### src/rtl/fetch_unit_pkg.sv
// fetch_unit_pkg: shared control encodings for the fetch path.
//   - NPCOp encodings driven by EX when it resolves a control transfer
//   - default NOP instruction word (addi x0,x0,0)
//   - fetch FSM state encoding and the IF/ID / skid-buffer record types
package fetch_unit_pkg;

  localparam logic [2:0]  NPC_NONE = 3'b000;
  localparam logic [2:0]  NPC_BR   = 3'b001;
  localparam logic [2:0]  NPC_JAL  = 3'b010;
  localparam logic [2:0]  NPC_JALR = 3'b100;

  localparam logic [31:0] NOP_INST_DEF = 32'h0000_0013;

  typedef enum logic [1:0] {
    ST_FETCH = 2'd0,  // request outstanding at PC
    ST_HOLD  = 2'd1,  // no request; one instruction parked in the buffer
    ST_DROP  = 2'd2   // stale request in flight; its response will be discarded
  } fetch_state_e;

  typedef struct packed {
    logic [31:0] pc;
    logic [31:0] inst;
    logic        valid;
  } ifid_t;

  typedef struct packed {
    logic [31:0] pc;
    logic [31:0] inst;
  } fbuf_t;

  // Only the three defined encodings redirect; anything else is ignored.
  function automatic logic is_redirect(input logic [2:0] op);
    return (op == NPC_BR) || (op == NPC_JAL) || (op == NPC_JALR);
  endfunction

endpackage

### src/rtl/fetch_unit_if.sv
// fetch_unit_if: instruction-memory request/response bus.
//   req   fetch side -> memory : request valid
//   addr  fetch side -> memory : fetch address, stable until ready
//   ready memory -> fetch side : response valid this cycle
//   rdata memory -> fetch side : instruction word
interface fetch_unit_if;
  logic        req;
  logic [31:0] addr;
  logic        ready;
  logic [31:0] rdata;

  modport master (output req, output addr, input ready, input rdata);
  modport slave  (input req, input addr, output ready, output rdata);
endinterface

### src/rtl/fetch_unit_npc_target.sv
// npc_target: combinational redirect decode and target computation.
//   op     in  NPCOp from EX
//   pc     in  PC of the redirecting instruction
//   imm    in  branch/jal offset
//   alu    in  jalr target from the ALU
//   redir  out redirect active
//   target out next PC (mod 2^32)
module npc_target
  import fetch_unit_pkg::*;
(
  input  logic [2:0]  op,
  input  logic [31:0] pc,
  input  logic [31:0] imm,
  input  logic [31:0] alu,
  output logic        redir,
  output logic [31:0] target
);

  // jalr clears bit 0 of the computed address, so alu[0] is never used.
  logic unused_alu0;
  assign unused_alu0 = alu[0];

  assign redir  = is_redirect(op);
  assign target = (op == NPC_JALR) ? {alu[31:1], 1'b0} : (pc + imm);

endmodule

### src/rtl/fetch_unit.sv
// fetch_unit: single-outstanding instruction fetch with a one-entry skid
// buffer and redirect handling.
//   clk, rst          clock, async active-high reset
//   stall             ID hazard: IF/ID must not advance
//   redir_*           resolved control transfer from EX
//   imem (master)     instruction memory bus
//   PC_out/inst_out/valid_out  IF/ID register
module fetch_unit
  import fetch_unit_pkg::*;
#(
  parameter logic [31:0] RESET_PC = 32'h0000_0000,
  parameter logic [31:0] NOP_INST = NOP_INST_DEF
) (
  input  logic               clk,
  input  logic               rst,
  input  logic               stall,
  input  logic [2:0]         redir_NPCOp,
  input  logic [31:0]        redir_PC,
  input  logic [31:0]        redir_immout,
  input  logic [31:0]        redir_aluout,
  fetch_unit_if.master       imem,
  output logic [31:0]        PC_out,
  output logic [31:0]        inst_out,
  output logic               valid_out
);

  localparam ifid_t IFID_FLUSH = '{pc: 32'h0, inst: NOP_INST, valid: 1'b0};

  fetch_state_e state_q, state_d;
  logic [31:0]  pc_q, pc_d;
  logic [31:0]  tgt_q, tgt_d;
  fbuf_t        buf_q, buf_d;
  ifid_t        ifid_q, ifid_d;

  logic         redir;
  logic [31:0]  target;

  npc_target u_npc_target (
    .op     (redir_NPCOp),
    .pc     (redir_PC),
    .imm    (redir_immout),
    .alu    (redir_aluout),
    .redir  (redir),
    .target (target)
  );

  // In DROP pc_q still holds the stale address, so addr stays stable until
  // the abandoned response arrives.
  assign imem.req  = (state_q != ST_HOLD);
  assign imem.addr = pc_q;

  assign PC_out    = ifid_q.pc;
  assign inst_out  = ifid_q.inst;
  assign valid_out = ifid_q.valid;

  always_comb begin
    state_d = state_q;
    pc_d    = pc_q;
    tgt_d   = tgt_q;
    buf_d   = buf_q;
    ifid_d  = ifid_q;
    unique case (state_q)
      ST_FETCH: begin
        if (redir) begin
          ifid_d = IFID_FLUSH;
          if (imem.ready) begin
            pc_d = target;
          end else begin
            tgt_d   = target;
            state_d = ST_DROP;
          end
        end else if (imem.ready) begin
          pc_d = pc_q + 32'd4;
          if (!stall) begin
            ifid_d = '{pc: pc_q, inst: imem.rdata, valid: 1'b1};
          end else begin
            buf_d   = '{pc: pc_q, inst: imem.rdata};
            state_d = ST_HOLD;
          end
        end else if (!stall) begin
          ifid_d = IFID_FLUSH;  // bubble while waiting on memory
        end
      end
      ST_HOLD: begin
        if (redir) begin
          ifid_d  = IFID_FLUSH;
          buf_d   = '0;
          pc_d    = target;
          state_d = ST_FETCH;
        end else if (!stall) begin
          ifid_d  = '{pc: buf_q.pc, inst: buf_q.inst, valid: 1'b1};
          state_d = ST_FETCH;
        end
      end
      ST_DROP: begin
        ifid_d = IFID_FLUSH;
        if (redir) tgt_d = target;  // newest redirect wins
        if (imem.ready) begin
          pc_d    = redir ? target : tgt_q;
          state_d = ST_FETCH;
        end
      end
      default: state_d = ST_FETCH;
    endcase
  end

  always_ff @(posedge clk or posedge rst) begin
    if (rst) begin
      state_q <= ST_FETCH;
      pc_q    <= RESET_PC;
      tgt_q   <= '0;
      buf_q   <= '0;
      ifid_q  <= IFID_FLUSH;
    end else begin
      state_q <= state_d;
      pc_q    <= pc_d;
      tgt_q   <= tgt_d;
      buf_q   <= buf_d;
      ifid_q  <= ifid_d;
    end
  end

endmodule

### src/flat_wrapper.sv
// flat-port wrapper written by rule: the top's interface ports become plain ports
module fetch_unit_flat import fetch_unit_pkg::*;
#(
  parameter logic [31:0] RESET_PC = 32'h0000_0000,
  parameter logic [31:0] NOP_INST = NOP_INST_DEF
)
  (clk, rst, stall, redir_NPCOp, redir_PC, redir_immout, redir_aluout, PC_out, inst_out, valid_out, imem_req, imem_addr, imem_ready, imem_rdata);
  fetch_unit_if imem_i ();
  input  logic clk;
  input  logic rst;
  input  logic stall;
  input  logic [2:0] redir_NPCOp;
  input  logic [31:0] redir_PC;
  input  logic [31:0] redir_immout;
  input  logic [31:0] redir_aluout;
  output logic [31:0] PC_out;
  output logic [31:0] inst_out;
  output logic valid_out;
  output wire logic [$bits(imem_i.req)-1:0] imem_req;
  output wire logic [$bits(imem_i.addr)-1:0] imem_addr;
  input wire logic [$bits(imem_i.ready)-1:0] imem_ready;
  input wire logic [$bits(imem_i.rdata)-1:0] imem_rdata;
  assign imem_req = imem_i.req;
  assign imem_addr = imem_i.addr;
  assign imem_i.ready = imem_ready;
  assign imem_i.rdata = imem_rdata;
  fetch_unit #(.RESET_PC(RESET_PC), .NOP_INST(NOP_INST)) u_core (.clk(clk), .rst(rst), .stall(stall), .redir_NPCOp(redir_NPCOp), .redir_PC(redir_PC), .redir_immout(redir_immout), .redir_aluout(redir_aluout), .imem(imem_i), .PC_out(PC_out), .inst_out(inst_out), .valid_out(valid_out));
endmodule
### config.mk
export PLATFORM = sky130hd
export DESIGN_NAME = fetch_unit_flat
export DESIGN_NICKNAME = d
export VERILOG_FILES = /design/src/rtl/fetch_unit_pkg.sv /design/src/rtl/fetch_unit_if.sv /design/src/rtl/fetch_unit_npc_target.sv /design/src/rtl/fetch_unit.sv /design/src/flat_wrapper.sv
export SDC_FILE = /design/constraint.sdc
export NUM_CORES = 1
export LEC_CHECK = 0
export ABC_AREA = 1
export CORE_MARGIN = 1
export CORE_UTILIZATION = 39
export DETAILED_ROUTE_END_ITERATION = 7
export PLACE_DENSITY = 0.67
export SYNTH_ARGS = -nofsm -noshare
export SYNTH_HDL_FRONTEND = slang
export SYNTH_SLANG_ARGS = --single-unit
### constraint.sdc
create_clock -name clk -period 7.6 [get_ports clk]
set_input_delay 2.28 -clock clk [delete_from_list [all_inputs] [get_ports clk]]
set_output_delay 2.28 -clock clk [all_outputs]
set_load 0.005 [all_outputs]
Word level (Yosys, flattened, before mapping):

Cells that the tools add are included.

* flip-flop bits (word level): 195
* bits of input ports: 135

* add/subtract/negate cells: 2
* reduce and logical (&&, ||, !) cells: 11
* mux-type cells: 31
* equality and inequality tests: 18

Operator list (number)
* $mux 65: 6
* $mux 32: 9
* $mux 64: 4
* $pmux 65 s3: 1
* $pmux 64 s2: 1
* $pmux 32 s3: 1
* $pmux 32 s2: 1
* $add 32x3->32 const B: 1
* $add 32x32->32: 1
* $mux 2: 7
* $ne 3x2->1 const B: 4
* $ne 2x2->1 const B: 5
* $reduce_and 5->1: 2
* $ne 2x1->1 const B: 3
* $pmux 2 s3: 1
* $reduce_and 3->1: 2
* $reduce_and 4->1: 1
* $reduce_bool 2->1: 2
* $eq 3x1->1 const B: 1
* $eq 3x2->1 const B: 1
* $eq 3x3->1 const B: 1
* $ne 3x3->1 const B: 1
* $reduce_bool 3->1: 1
* $eq 2x1->1 const B: 1
* other kinds (3): 4

Logic depth before layout (Yosys ltp):

* word-level depth: 6
* gate-level depth with buffers: 18
* mapped depth without buffers: 18

Cells and area by module:

From an unflattened synthesis, not the netlist that was laid out.

* cell total of the unflattened synthesis: 1997
* area, all modules: 13150.1 µm²

Modules (own cells, without submodules)
* fetch_unit: cells an instance 1402, area each 10371.2 µm², instances 1
* npc_target: cells an instance 595, area each 2778.9 µm², instances 1

Least setup slack after synthesis:

No wires, ideal clock.

* path type: input to register
* start point: input port redir_PC[0]
* end point: register u_core.pc_q[16], in the netlist u_core.imem.addr[16]
* setup time: 65 ps
* cell stages on the path: 15
* buffers on the path: 0
* slack: 3466 ps
* data arrival time: 4069 ps
* cell sequence: ha_1 > fa_1 > nand3_1 > nand3_1 > a21oi_1 > nor2_1 > o21ai_1 > nand2_1 > o21ai_1 > nand2_1 > nand2_1 > nand2_1 > nand2_1 > nand2_1 > nand2_1

* cells in the longest elaborated chain, start to end: 5
* elaborated cells on any way between the ends: 8
* those cells by class: add/sub: 1; mux: 7

Ends and longest elaborated chain
* start, declared: RTL line flat_wrapper.sv:13 `input logic [31:0] redir_PC;`
* $add 32x32->32 (*): RTL line fetch_unit_npc_target.sv:24 `assign target = (op == NPC_JALR) ? {alu[31:1], 1'b0} : (pc + imm);`
* $mux 32 (*): RTL line fetch_unit_npc_target.sv:24
* $mux 32, on equally long branches: RTL line fetch_unit.sv:85, fetch_unit.sv:66
* $mux 32, on equally long branches: RTL line fetch_unit.sv:98, fetch_unit.sv:64
* $pmux 32 s3 (*): RTL line fetch_unit.sv:62 `unique case (state_q)`
* end signal, assigned: RTL line fetch_unit.sv:116 `pc_q <= pc_d;`
* end, declared: RTL line fetch_unit.sv:30 `logic [31:0] pc_q, pc_d;`

Every way passes the cells marked *; elsewhere a longest branch is shown, timed or not. The select of a mux whose other input is x is not followed.
A chain may end at the register's enable or synchronous reset.

Final worst setup path:

* start point: input port redir_NPCOp[1]
* end point: register u_core.ifid_q, in the netlist u_core.PC_out[30]

* cells in the longest elaborated chain, start to end: 5
* elaborated cells on any way between the ends: 11
* those cells by class: eq/ne: 5; mux: 3; reduce/logical: 3

Ends and longest elaborated chain
* start, declared: RTL line flat_wrapper.sv:12 `input logic [2:0] redir_NPCOp;`
* $eq 3x1->1 or $eq 3x2->1 (tied branches): RTL line fetch_unit_pkg.sv:33 `return (op == NPC_BR) || (op == NPC_JAL) || (op == NPC_JALR);`
* $logic_or 1x1->1: RTL line fetch_unit_pkg.sv:33
* $logic_or 1x1->1 (*): RTL line fetch_unit_pkg.sv:33
* $ne 3x2->1 (no source line) (tied with other cells)
* $reduce_and 3->1 (no source line) or $pmux 65 s3 (tied branches)
* end signal, assigned: RTL line fetch_unit.sv:119 `ifid_q <= ifid_d;`
* end, declared: RTL line fetch_unit.sv:33 `ifid_t ifid_q, ifid_d;`

Every way passes the cells marked *; elsewhere a longest branch is shown, timed or not.

==> flow_metrics.py <==
metrics = {
    "run_status": {
        "status": "finished, final reports clean",
    },
    "power": {
        "leakage_nw": 7.85,
        "p_per_area_nw_per_um2": 358,
        "peakVddDrop_mv": 0.276,
    },
    "clock_tree": {
        "clk_latency_ps": 450,
        "cts_resized": 0,
        "numCtsBuffers": 17,
        "h-tree-depth": 4,
        "hold_buffers": 0,
        "clock_sinks": 195,
        "cts_buffer_depth": 2,
        "path_clk_slew_ps": 70,
        "cts_tree": "done",
        "cts_root_buf": "clkbuf_16",
        "post-cts-setup-buffers": 0,
    },
    "finish": {
        "multi_input_area_um2": 6800,
        "antenna_cells": 0,
        "fillers": 3301,
        "drive_gt1_share_pct": 4.58,
        "area_growth_pct": 24.6,
        "final_util_pct": 49.7,
        "num-nets-final": 2279,
        "seq_area_um2": 4880,
    },
    "detailed_routing": {
        "drc": 0,
        "drtPass1Iterations": 6,
        "ant_nets": 0,
        "routed-via-count": 13300,
        "vias_per_cell": 5.17,
        "first_iter_violations": 1117,
        "wl_per_cell_um": 15.7,
        "wl_um": 40200,
    },
    "worst_setup_path": {
        "path_class": "input pin to register",
        "start_kind": "input pin",
        "worstPathArrival_ps": 5700,
        "cpPeakStageDelay_ps": 590,
        "path_buf_inv": 5,
        "end_kind": "register",
        "worstPathRequired_ps": 7940,
        "worstPathCellList": "clkdlybuf4s50_1 -> nor2_1 -> inv_2 -> nor2_4 -> inv_2 -> nand2_4 -> inv_2 -> nand3_1 -> nand3_4 -> buf_12 -> o21ai_0",
        "crit_fanout": 59,
        "reg2reg_slack_ps": 3970,
        "slowest_stage": "nand2_4",
        "crit_top_cell": "inv_2",
        "crit_family": "simple AND/OR/NAND/NOR gates",
    },
    "global_routing": {
        "antenna_found_initial": 0,
        "grt_pass1_wl_um": 65200,
        "grt_max_degree": 129,
        "grt_overflow": 0,
        "grt_util_all_layers_pct": 23.9,
        "grt_pass1_vias": 12600,
    },
    "sta": {
        "finalCriticalPeriod_ps": 5360,
        "slew_headroom_pct": 30.7,
        "setup_violations": 0,
        "max_freq_mhz": 187,
        "fin_tns_setup_ps": 0,
        "skew_ps": 16.2,
        "finalHoldViolCount": 0,
        "drv_slew": 0,
        "worst_pin_slew_ps": 1030,
        "rsz0062_at_grt": "no",
        "finalCritPeriodShare_pct": 70.5,
        "layout_setup_ws_ps": 2240,
    },
    "logic_synthesis": {
        "synth-edff-count": 0,
        "ys_types": 42,
        "synth_cells": 1937,
        "synth_flop_cell": "dfrtp_1",
        "synth-seq-cells": 195,
        "netlist.area_leader.share_pct": 36.9,
        "synth_area_leaders": "dfrtp_1, nand2_1, nand3_1",
        "yosysTopAreaCell": "dfrtp_1",
        "yosys_warnings": 0,
        "yosysSeqAreaShare_pct": 37.5,
        "synth_fp_nets": 2109,
        "syn_avg_cell_area_um2": 6.73,
        "async_flop_share_pct": 100,
        "netlist_area_um2": 13000,
    },
    "run": {
        "cap_violations": 0,
    },
    "floorplanning": {
        "fp.dieArea_um2": 34100,
        "start_util_pct": 39.8,
        "dieHeight_um": 185,
        "die_w_um": 185,
        "core_um2": 32700,
        "num_rows": 66,
        "io_pins": 233,
    },
    "place": {
        "dpl.hpwl_um": 28000,
        "pre_cts_ws_ps": 1770,
        "port_buffers": 231,
        "gp_congestion": 0.906,
    },
    "worst_hold_path": {
        "hold_path.class": "register to register",
    },
}
==> placed cells by master, fill, tap and decap left out, types with 4 or more instances in the layout <==
| master | instances |
|---|---|
| nand2_1 | 643 |
| inv_1 | 236 |
| clkdlybuf4s50_1 | 231 |
| dfrtp_1 | 192 |
| nand3_1 | 184 |
| o21ai_0 | 149 |
| a21oi_1 | 105 |
| nor2_1 | 86 |
| a22oi_1 | 62 |
| ha_1 | 35 |
| or2_2 | 21 |
| o21ai_1 | 19 |
| clkbuf_16 | 17 |
| nor3_1 | 16 |
| buf_4 | 16 |
| xor2_1 | 15 |
| nand4_1 | 12 |
| xnor2_1 | 10 |
| inv_2 | 9 |
| a31oi_1 | 6 |
| nor2_4 | 4 |
| inv_8 | 4 |
| nor4_1 | 4 |
| inv_6 | 4 |
| clkinv_8 | 4 |
==> sequential cells by signal (all words and copies together), names as in the netlist <==
name	flops
u_core.buf_q	64
u_core.valid_out	1
u_core.inst_out	32
u_core.imem.addr	32
u_core.tgt_q	32
u_core.state_q	2
u_core.PC_out	32
==> metrics by stage <==
stage               std cells  power, mW  hold WS, ps  instance area (um^2)
CTS                      2562       5.83          486                 16200
global route             2562       6.31          503                 16200
detailed placement       2530       4.90          465                 15600
floorplan                1937       3.74          449                 13000
global placement         2530       4.83          461                 15600
finish                   2562       5.81          482                 16200
==> metal layers <==
metal  global-route usage, %  share of wire, %  wire length [um]
met5                       0                 0                 0
met4                    5.92               1.5               608
met3                    3.56               6.7              2690
met2                    40.8                49             19600
met1                    31.8                43             17400
==> path summary, 6_finish.rpt <==
check                             startpoint              endpoint  depth (start not counted)
max                           redir_NPCOp[1]     u_core.PC_out[30]                         11
min                         u_core.tgt_q[28]      u_core.tgt_q[28]                          2
max reg2reg                u_core.state_q[0]     u_core.PC_out[23]                          8
min reg2reg                 u_core.tgt_q[28]      u_core.tgt_q[28]                          2
max in group asynchronous                rst  u_core.imem.addr[19]                          3
min in group asynchronous                rst      u_core.PC_out[3]                          2
==> where the power goes <==
part	total [mW]	switching, mW	internal [mW]
logic	3.00	1.80	1.20
registers	1.89	0.398	1.50
clock network	0.914	0.471	0.443
total	5.81	2.67	3.14
==> cells by family after synthesis <==
kind of cell / synth area share (%)
compound gates: 15.4
fa+ha+maj: 3.61
simple gates: 31.3
buf+inv: 10.5
flops: 37.5
xor+xnor: 1.68
==> synthesized netlist by cell type (2+ instances only) <==
| cell | count |
|---|---|
| nand2_1 | 643 |
| inv_1 | 238 |
| dfrtp_1 | 192 |
| nand3_1 | 185 |
| o21ai_0 | 149 |
| a21oi_1 | 105 |
| nor2_1 | 86 |
| a22oi_1 | 62 |
| clkbuf_1 | 58 |
| ha_1 | 36 |
| buf_2 | 27 |
| or2_2 | 21 |
| o21ai_1 | 19 |
| nor3_1 | 16 |
| xor2_1 | 15 |
| nand4_1 | 12 |
| xnor2_1 | 10 |
| buf_4 | 9 |
| inv_2 | 8 |
| a31oi_1 | 6 |
| buf_1 | 4 |
| nor4_1 | 4 |
| a21o_1 | 3 |
| dfstp_2 | 3 |
| nand3b_1 | 3 |
| nor2_2 | 3 |
| nor2_4 | 3 |
| a22o_1 | 2 |
| o21bai_1 | 2 |
==> worst register-to-register path, stage by stage (launching register included) <==
cell and delay (ps):
dfrtp_1 390, inv_1 100, ha_1 280, buf_4 440
clkinv_1 980, nor2_4 310, buf_4 620, a22oi_1 230
o21ai_0 200
==> area by class of cell <==
type / instances / area share [%]
flip-flops and latches: 195 / 30.1
clock inverters: 15 / 1.02
well taps: 442 / 3.41
inverters: 247 / 5.76
multi-input cells: 1397 / 41.9
repair buffers: 249 / 15.2
clock buffers: 17 / 2.62
Note: power is estimated with default switching activity, not from simulation.
